--- config.mk ---
export PLATFORM = sky130hd
export DESIGN_NAME = piso_serializer
export DESIGN_NICKNAME = d
export VERILOG_FILES = /design/src/rtl/piso_pkg.sv /design/src/rtl/piso_hold_buf.sv /design/src/rtl/piso_serializer.sv
export SDC_FILE = /design/constraint.sdc
export NUM_CORES = 1
export LEC_CHECK = 0
export ABC_AREA = 0
export BUFFER_PORTS_ARGS = -buffer_cell sky130_fd_sc_hd__buf_2
export CORE_MARGIN = 5
export CORE_UTILIZATION = 46
export DETAILED_ROUTE_END_ITERATION = 8
export PLACE_DENSITY_LB_ADDON = 0.08
export SLEW_MARGIN = 20
export SYNTH_ARGS = -nofsm -noshare
export SYNTH_HDL_FRONTEND = slang
export SYNTH_HIERARCHICAL = 1
export SYNTH_SLANG_ARGS = --single-unit
--- constraint.sdc ---
create_clock -name clk -period 1.6 [get_ports clk]
set_input_delay 0 -clock clk [delete_from_list [all_inputs] [get_ports clk]]
set_output_delay 0 -clock clk [all_outputs]
set_load 0.02 [all_outputs]
--- src/rtl/piso_pkg.sv ---
// Shared types and limits for the parallel-in serial-out stage feeding the
// downstream shift register.
package piso_pkg;

    typedef enum logic [1:0] {
        IDLE  = 2'd0,
        SHIFT = 2'd1,
        GAP   = 2'd2
    } state_t;

    localparam int DEFAULT_WIDTH = 4;
    localparam int MAX_GAP       = 15;

endpackage : piso_pkg

--- src/rtl/piso_hold_buf.sv ---
// One-entry valid/ready holding register; lets the next word be taken while
// the current one is still being shifted out.
module piso_hold_buf
    import piso_pkg::*;
#(
    parameter int WIDTH = DEFAULT_WIDTH
) (
    input  logic             clk,
    input  logic             rst_n,
    input  logic [WIDTH-1:0] din,
    input  logic             din_valid,
    input  logic             pop,
    output logic             din_ready,
    output logic [WIDTH-1:0] hold_reg,
    output logic             hold_full
);

    logic accept;

    // Ready is taken from the registered full flag, so a pop and an accept
    // can never land on the same edge.
    assign din_ready = !hold_full;
    assign accept    = din_valid && din_ready;

    always_ff @(posedge clk or negedge rst_n) begin
        if (!rst_n) begin
            hold_reg  <= '0;
            hold_full <= 1'b0;
        end else if (pop) begin
            hold_full <= 1'b0;
        end else if (accept) begin
            hold_reg  <= din;
            hold_full <= 1'b1;
        end
    end

endmodule : piso_hold_buf

--- src/rtl/piso_serializer.sv ---
// Serializes parallel words MSB-first into the downstream shift register,
// driving its Din (sout) and load (sen) pins one bit per clock.
//
// state | meaning
// IDLE  | nothing shifting; start as soon as the holding buffer has a word
// SHIFT | sen=1, one bit of sh_reg presented per cycle
// GAP   | sen=0 spacer of GAP cycles between consecutive words
module piso_serializer
#(
    parameter int WIDTH = piso_pkg::DEFAULT_WIDTH,
    parameter int GAP   = 0
) (
    input  logic             clk,
    input  logic             rst_n,
    input  logic [WIDTH-1:0] din,
    input  logic             din_valid,
    output logic             din_ready,
    output logic             sout,
    output logic             sen,
    output logic             word_done,
    output logic             busy
);

    import piso_pkg::*;

    localparam int CNT_W = (WIDTH > 1) ? $clog2(WIDTH) : 1;
    localparam logic [CNT_W-1:0] LAST_BIT = CNT_W'(WIDTH - 1);
    localparam logic             GAP_ZERO = (GAP == 0);
    localparam logic [3:0]       GAP_LAST = (GAP > 0) ? 4'(GAP - 1) : 4'd0;

    state_t           state;
    logic [WIDTH-1:0] sh_reg;
    logic [CNT_W-1:0] bit_cnt;
    logic [3:0]       gap_cnt;
    logic [WIDTH-1:0] hold_reg;
    logic             hold_full;
    logic             last_bit;
    logic             gap_end;
    logic             pop;

    piso_hold_buf #(
        .WIDTH (WIDTH)
    ) u_hold_buf (
        .clk       (clk),
        .rst_n     (rst_n),
        .din       (din),
        .din_valid (din_valid),
        .pop       (pop),
        .din_ready (din_ready),
        .hold_reg  (hold_reg),
        .hold_full (hold_full)
    );

    assign last_bit = (bit_cnt == LAST_BIT);
    assign gap_end  = (gap_cnt == GAP_LAST);

    // Every path that reloads sh_reg from the buffer must also empty it.
    assign pop = hold_full &&
                 ((state == IDLE) ||
                  (state == SHIFT && last_bit && GAP_ZERO) ||
                  (state == piso_pkg::GAP && gap_end));

    always_ff @(posedge clk or negedge rst_n) begin
        if (!rst_n) begin
            state     <= IDLE;
            sh_reg    <= '0;
            bit_cnt   <= '0;
            gap_cnt   <= '0;
            word_done <= 1'b0;
        end else begin
            word_done <= 1'b0;
            case (state)
                IDLE: begin
                    if (hold_full) begin
                        sh_reg  <= hold_reg;
                        bit_cnt <= '0;
                        state   <= SHIFT;
                    end
                end
                SHIFT: begin
                    sh_reg  <= sh_reg << 1;
                    bit_cnt <= bit_cnt + 1'b1;
                    if (last_bit) begin
                        word_done <= 1'b1;
                        if (GAP_ZERO && hold_full) begin
                            sh_reg  <= hold_reg;
                            bit_cnt <= '0;
                        end else if (!GAP_ZERO) begin
                            gap_cnt <= '0;
                            state   <= piso_pkg::GAP;
                        end else begin
                            state   <= IDLE;
                        end
                    end
                end
                piso_pkg::GAP: begin
                    gap_cnt <= gap_cnt + 1'b1;
                    if (gap_end) begin
                        if (hold_full) begin
                            sh_reg  <= hold_reg;
                            bit_cnt <= '0;
                            state   <= SHIFT;
                        end else begin
                            state   <= IDLE;
                        end
                    end
                end
                default: state <= IDLE;
            endcase
        end
    end

    assign sen  = (state == SHIFT);
    assign sout = sen && sh_reg[WIDTH-1];
    assign busy = (state != IDLE) || hold_full;

endmodule : piso_serializer

## Yosys cells after proc, flatten, opt, wreduce, memory -nomap -nowiden

Cells that the tools add are included.

- Output and inout bits: 5
- Register bits after elaboration: 18
- Logic and storage cells: 54
- Bits of input ports: 7

- Add/sub/neg operators: 2
- Equality and inequality tests: 7
- Reduce and logical (&&, ||, !) cells: 17
- Multiplexer cells: 20
- Bitwise gates (word level): 1

Operators with widths:

| operator | count |
|---|---|
| 2-to-1 mux 2 bit | 8 |
| 2-to-1 mux 4 bit | 4 |
| one-hot mux 2 bit (3 select lines) | 2 |
| one-hot mux 4 bit (3 select lines) | 1 |
| logical AND 1 bit | 5 |
| 2-to-1 mux 1 bit | 5 |
| adder 4 x 1 -> 4 bit, second input constant | 1 |
| equality test 2 bit, second input constant | 2 |
| zero test 4 bit | 1 |
| != test 2 x 1 -> 1 bit, second input constant | 2 |
| != test 2 bit, second input constant | 2 |
| AND reduction 2 bit | 2 |
| AND reduction 4 bit | 1 |
| nonzero test 2 bit | 2 |
| logical OR 1 bit | 3 |
| nonzero test 3 bit | 1 |
| adder 2 x 1 -> 2 bit, second input constant | 1 |
| equality test 2 x 1 -> 1 bit, second input constant | 1 |
| zero test 2 bit | 1 |
| zero test 1 bit | 1 |
| NOT 1 bit | 1 |

## Longest topological paths before layout

Gate-level depths: netlist of the first run.

- Depth after elaboration: 7
- Depth in mapped cells: 5
- Mapped depth without buffers: 5

## By module

The synthesis of the first run kept the hierarchy.

By module, submodules not included:

| module | cells an instance | instances | sequential area each (µm²) | area an instance (µm²) |
|---|---|---|---|---|
| piso_serializer | 41 | 1 | 200.2 | 430.4 |
| piso_hold_buf | 13 | 1 | 125.1 | 200.2 |

## Worst setup path after synthesis of the first run

Ideal clock, no wire load.

- Path type: register to register
- Start point: register bit_cnt[0]
- End point: register u_hold_buf.hold_reg[0]
- Setup slack: -0.047 ns
- Buffers on the path: 0
- Arrival: 1.522 ns
- Clock period less this slack: 1.647 ns
- Cell stages (with the launch flop): 6
- Library setup time: 0.125 ns
- Required time: 1.475 ns
- Cells stage by stage: dfrtp_1 > ha_1 > nand2b_1 > and2_1 > nor3b_4 > mux2_2

- Cells in the longest elaborated chain, start to end: 7

Ends and longest elaborated chain:

| item | RTL line | source |
|---|---|---|
| start: declaration | piso_serializer.sv:33 | `logic [CNT_W-1:0] bit_cnt;` |
| start signal: assignment | piso_serializer.sv:82 | `bit_cnt <= bit_cnt + 1'b1;` |
| equality test 2 bit | piso_serializer.sv:54 | `assign last_bit = (bit_cnt == LAST_BIT);` |
| logical AND 1 bit | piso_serializer.sv:60 | `(state == SHIFT && last_bit && GAP_ZERO) \|\|` |
| logical OR 1 bit | piso_serializer.sv:59 | `((state == IDLE) \|\|` |
| logical OR 1 bit | piso_serializer.sv:60 |  |
| logical AND 1 bit | piso_serializer.sv:58 | `assign pop = hold_full &&` |
| named net pop | piso_serializer.sv:39 | `logic pop;` |
| NOT 1 bit (no line) | n/a |  |
| AND reduction 2 bit (no line) | n/a |  |
| end signal: assignment | piso_hold_buf.sv:32 | `hold_reg <= din;` |
| end: declaration | piso_hold_buf.sv:14 | `output logic [WIDTH-1:0] hold_reg,` |

The timed path passes the listed nets, and every way through them passes these cells.
A chain may end at the register's enable or synchronous reset.

## Worst setup path after layout of the first run

- Start point: register bit_cnt[0]
- End point: register u_hold_buf.hold_reg[2]

Same word-level chain as after synthesis.

==> results of run 1 <==
[cells by family (layout without fill, tap and decap cells)]
kind of cell | count (synthesis) | count (layout) | share of synthesized area (%)
compound gates | 10 | 10 | 11.1
fa+ha+maj | 2 | 2 | 3.97
buf+inv | 4 | 30 | 3.77
flops | 13 | 13 | 51.6
mux | 5 | 5 | 8.73
simple gates | 20 | 20 | 20.8
[synth_stat cells]
master,number,area share (%)
dfrtp_1,13,52
nor2_1,5,3.0
mux2_2,4,7.1
a211oi_1,3,3.6
and2_1,3,3.0
nand2b_1,3,3.0
nor2b_1,3,3.0
o22ai_1,3,3.0
ha_1,2,4.0
inv_1,2,1.2
nand3_1,2,1.6
o21ai_1,2,1.6
a21bo_2,1,1.6
buf_2,1,0.79
buf_6,1,1.8
mux2i_1,1,1.6
nand2_4,1,1.8
nand3b_1,1,1.2
nor3b_4,1,3.0
o21ai_2,1,1.4
or2_4,1,1.4
[metrics by stage]
| step | hold slack [ns] | utilization (%) | worst slack [ns] | total power [mW] |
|---|---|---|---|---|
| floorplan | -0.296 | - | -0.00397 | 1.11 |
| detailed placement | -0.105 | 55.4 | -0.0520 | 1.31 |
| finish | 0.129 | 66.1 | -0.0289 | 1.62 |
| global route | 0.146 | 66.1 | -0.0995 | 1.75 |
| CTS | 0.136 | 65.5 | -0.0272 | 1.61 |
| global placement | -0.104 | 55.4 | -0.0314 | 1.30 |
[per-layer routing]
metal	part of all wire [%]	track usage (%)
met5	0	0
met4	1.4	4.97
met3	6.3	6.90
met2	48	23.8
met1	44	16.7
[timing repair]
| item | in CTS | in global routing |
|---|---|---|
| hold buffers | 6 | 0 |
| pin swaps | 2 | 2 |
| buffers inserted | 2 | 1 |
| setup endpoints to repair | 4 | 4 |
| resized for setup | 7 | 0 |
| endpoints found under the hold margin | 18 | 0 |
[power by group through the flow]
| stage | Sequential (mW) | Combinational, mW | Clock, mW |
|---|---|---|---|
| 2_1_floorplan | 0.605 | 0.507 | 0 |
| 3_3_place_gp | 0.599 | 0.700 | 0 |
| 4_1_cts | 0.601 | 0.803 | 0.204 |
| 5_1_grt | 0.625 | 0.893 | 0.231 |
| 6_report | 0.606 | 0.814 | 0.198 |
| 3_5_place_dp | 0.600 | 0.709 | 0 |
[area by class of cell]
class | instances | area [um2]
clock inverter | 1 | 5.00
clock buffer | 3 | 22.5
multi-input combinational | 37 | 309
sequential | 13 | 325
timing repair buffer | 24 | 171
tap | 15 | 18.8
fill | 119 | 442
inverter | 2 | 7.51
[critical path, cell delays in order, from the launching register on]
cell and delay, ns:
dfrtp_1 0.40, ha_2 0.19, nand2b_4 0.14, and2_4 0.16
nor3b_4 0.19, buf_6 0.15, mux2_4 0.29
[worst paths after layout]
kind,start,endpoint,slack [ns]
setup / recovery,bit_cnt[0],u_hold_buf/hold_reg[2],-0.03
hold / removal,rst_n,sh_reg[2],0.13
setup reg to reg,bit_cnt[0],u_hold_buf/hold_reg[2],-0.03
hold reg to reg,sh_reg[1],sh_reg[2],0.54
max in group asynchronous,rst_n,sh_reg[1],1.25
min in group clk,din[3],u_hold_buf/hold_reg[3],0.49
==> out/metrics.yaml, run 1 <==
hold_viol: 0
power_frac_comb_pct: 50.3
remaining_drc_errors: 0
io_buffers: 11
track_usage_pct: 14.6
slew_viol_final: 0
finalCriticalPeriod_ns: 1.63
fin_cells: 95
synth_nets: 63
grt_setup_unrepaired: "yes"
dp_cells: 82
swShare_pct: 37.2
worst_slew_pin_slew_ns: 0.303
setup_slack_ns: -0.0289
layout_common_cells: "dfrtp_1, buf_2, dlygate4sd3_1, buf_4, nor2_1"
die_x_um: 47.0
gp_congestion: 0.689
slew_headroom_pct: 79.8
fmax_mhz: 614
p_int_mw: 1.02
worstHoldPathType: "in2async"
p_clk_share_pct: 12.3
grt_pass1_wl_um: 2130
cts_made_buffers: 3
cp_max_fo: 3
antenna_found_initial: 0
drive_above_1_share_pct: 42.5
grt_pass1_vias: 456
grt_overflow: 0
avgSynthCellArea_um2: 11.7
cp-end-kind: "flop"
start_kind: "flop"
layout_commonest_cell: "dfrtp_1"
p_per_area_nw_per_um2: 1880
cts.clk_slew.worst_paths_ns: 0.08
r2r_cells: 6
synth_seq_cells: 13
yosys_warnings: 6
peakVddDrop_v: 0.000965
ys_seq_area_share_pct: 51.6
fin_area_um2: 860
finalSetupTns_ns: -0.0985
p_seq_share_pct: 37.5
synthToLayoutAreaGrowth_pct: 36.3
wire_per_inst_um: 13.8
ys_types: 21
initial_core_util_pct: 48.5
num_io_pins: 12
worst-setup-path-type: "reg2reg"
syn_area_um2: 631
crit_arrival_ns: 1.80
clkLatencyLatePin_ns: 0.28
ant_nets: 0
dr.pass1.iters: 3
die-area_um2: 2210
grt_max_degree: 14
drt-total-wl_um: 1310
period_share_pct: 102
core_um2: 1300
status: "complete, but fails checks"
p_leak_nw: 0.416
vias: 472
rows: 13
root_buffer: "clkbuf_4"
cts_sinks: 13
die_h_um: 47.0
syn_inst: 54
netSwitchingPower_mw: 0.603
nets: 90
cts_tree: "built"
drt-initial-drc-count: 9
required_ns: 1.77
viasPerCell: 4.97
antenna_cells: 0
drv_cap: 0
placed_cell_area_um2: 721
skew_ns: 0.00677
violations: "negative setup slack"
htreeDepth: 1
setup-violations-final: 4
clockBufferDepth: 2
Note: power is estimated with default switching activity, not from simulation.
==> run 2: changes to the inputs <==
--- a/config.mk
+++ b/config.mk
@@ -7,8 +7,11 @@
 export LEC_CHECK = 0
 export ABC_AREA = 0
 export BUFFER_PORTS_ARGS = -buffer_cell sky130_fd_sc_hd__buf_2
-export CORE_MARGIN = 5
-export CORE_UTILIZATION = 46
+export CELL_PAD_IN_SITES_DETAIL_PLACEMENT = 1
+export CELL_PAD_IN_SITES_GLOBAL_PLACEMENT = 1
+export CORE_ASPECT_RATIO = 0.75
+export CORE_MARGIN = 8
+export CORE_UTILIZATION = 36
 export DETAILED_ROUTE_END_ITERATION = 8
 export PLACE_DENSITY_LB_ADDON = 0.08
 export SLEW_MARGIN = 20
==> out/metrics.yaml, run 2 (same netlist as run 1, synthesis figures left out) <==
grt_overflow: 0  # unchanged
io_buffers: 11  # unchanged
cp_max_fo: 4  # +1
grt_max_degree: 14  # unchanged
pre_cts_ws_ns: -0.0776  # -0.0256 ns
p_per_area_nw_per_um2: 1930  # +2.3%
dp_cells: 90  # +9.8%
synthToLayoutAreaGrowth_pct: 43.3
finalCriticalPeriod_ns: 1.60  # -0.0247 ns
ant_nets: 0  # unchanged
cts_made_buffers: 3  # unchanged
gp_congestion: 0.697  # +1.1%
slew_viol_final: 0  # unchanged
fin_cells: 106  # +12%
antenna_found_initial: 0  # unchanged
htreeDepth: 1  # unchanged
layout_commonest_cell: "dfrtp_1"
start_kind: "flop"
initial_core_util_pct: 37.3  # -11 points
die_x_um: 64.3  # +37%
drv_cap: 0  # unchanged
viasPerCell: 4.74  # -4.7%
num_io_pins: 12  # unchanged
remaining_drc_errors: 0  # unchanged
root_buffer: "clkbuf_4"
required_ns: 1.77  # about the same
worstHoldPathType: "in2async"
worst_hold_slack_ns: 0.137  # +0.00784 ns
clkLatencyLatePin_ns: 0.28  # about the same
track_usage_pct: 10.0  # -4.6 points
fmax_mhz: 623  # +1.5%
crit_arrival_ns: 1.77  # -0.03 ns
peakVddDrop_v: 0.000995  # +3.2%
finalSetupTns_ns: -0.0123  # +0.0861 ns
cpPeakStageDelay_ns: 0.39  # about the same
skew_ns: 0.00247  # -0.00430 ns
setup-violations-final: 4  # unchanged
grt_setup_unrepaired: "yes"
violations: "negative setup slack"
setup_slack_ns: -0.00421  # +0.0247 ns
cts_tree: "built"
rows: 13  # unchanged
layout_common_cells: "dfrtp_1, buf_2, buf_4"
vias: 502  # +6.4%
clockBufferDepth: 2  # unchanged
status: "complete, but fails checks"
grt_pass1_vias: 578  # +27%
dr.pass1.iters: 2  # -1
final_util_pct: 53.4  # -13 points
worst-setup-path-type: "reg2reg"
slew_headroom_pct: 80.5  # +0.70 points
drive_above_1_share_pct: 45.2  # +2.7 points
cp-end-kind: "flop"
r2r_cells: 6  # unchanged
path_cells: "ha_2 -> nand2b_4 -> and2_4 -> nor3b_4 -> buf_6 -> mux2_4"
drt-total-wl_um: 1480  # +13%
hpwl_um: 1060
grt_pass1_wl_um: 2580  # +21%
worst_slew_pin_slew_ns: 0.292  # -0.0104 ns
p_leak_nw: 0.435  # +4.7%
crit_slowest_cell: "dfrtp_1"
nets: 94  # +4.4%
cts.clk_slew.worst_paths_ns: 0.08  # about the same
drt-initial-drc-count: 8  # -1
die_h_um: 52.2  # +11%
antenna_cells: 0  # unchanged
hold_viol: 0  # unchanged
die-area_um2: 3360  # +52%
cts_sinks: 13  # unchanged
wire_per_inst_um: 14.0  # +1.1%
period_share_pct: 100  # -1.5 points
core_um2: 1690  # +30%
## run 2: cell types whose count changed in the layout (fill, tap and decap cells not counted)
cell,delta
buf_4,+4
clkbuf_1,+1
clkinv_2,-1
o22ai_1,-1
o22ai_2,+1
## run 2: stage by stage
stage          cell area [um2]  total power, mW
2_1_floorplan              633             1.11
3_3_place_gp               737             1.32
3_5_place_dp               737             1.35
4_1_cts                    882             1.70
5_1_grt                    903             1.88
6_report                   903             1.74
## run 2: path summary, 6_finish.rpt
check	start	end	slack, ns
min reg2reg	sh_reg[1]	sh_reg[2]	0.52
max	bit_cnt[1]	u_hold_buf/hold_reg[0]	-0.004
max reg2reg	bit_cnt[1]	u_hold_buf/hold_reg[0]	-0.004
min in group clk	din[2]	u_hold_buf/hold_reg[2]	0.48
min	rst_n	bit_cnt[0]	0.14
max in group asynchronous	rst_n	sh_reg[2]	1.24
## run 2: power by group
| part | switching [mW] | internal [mW] |
|---|---|---|
| sequential | 0.115 | 0.484 |
| clock | 0.111 | 0.0969 |
| combinational | 0.416 | 0.518 |
## run 2: routing by layer
layer / global-route usage [%] / share of wire (%)
met3: 5.56 / 7.1
met1: 10.3 / 45
met4: 3.25 / 0.68
met5: 0 / 0
met2: 17.1 / 47
## run 2: final cells by class
class / instances / area (um2)
Clock buffer: 4 / 26.3
Fill cell: 191 / 788
Inverter: 2 / 7.51
Multi-Input combinational cell: 37 / 315
Sequential cell: 13 / 325
Tap cell: 22 / 27.5
Timing Repair Buffer: 28 / 201
## run 2: repair_timing
item	4_1_cts	5_1_grt
buffers inserted	4	2
pin swaps	1	2
endpoints found under the hold margin	18	0
hold buffers	6	0
resized for setup	7	1
endpoints found under the setup margin	4	5
## run 2: worst max-delay path: cells and delay by family, from the launching register on
kind | cells | cell delay [ns]
simple gates | 3 | 0.47
flops | 1 | 0.39
mux | 1 | 0.29
fa+ha+maj | 1 | 0.19
buf+inv | 1 | 0.15
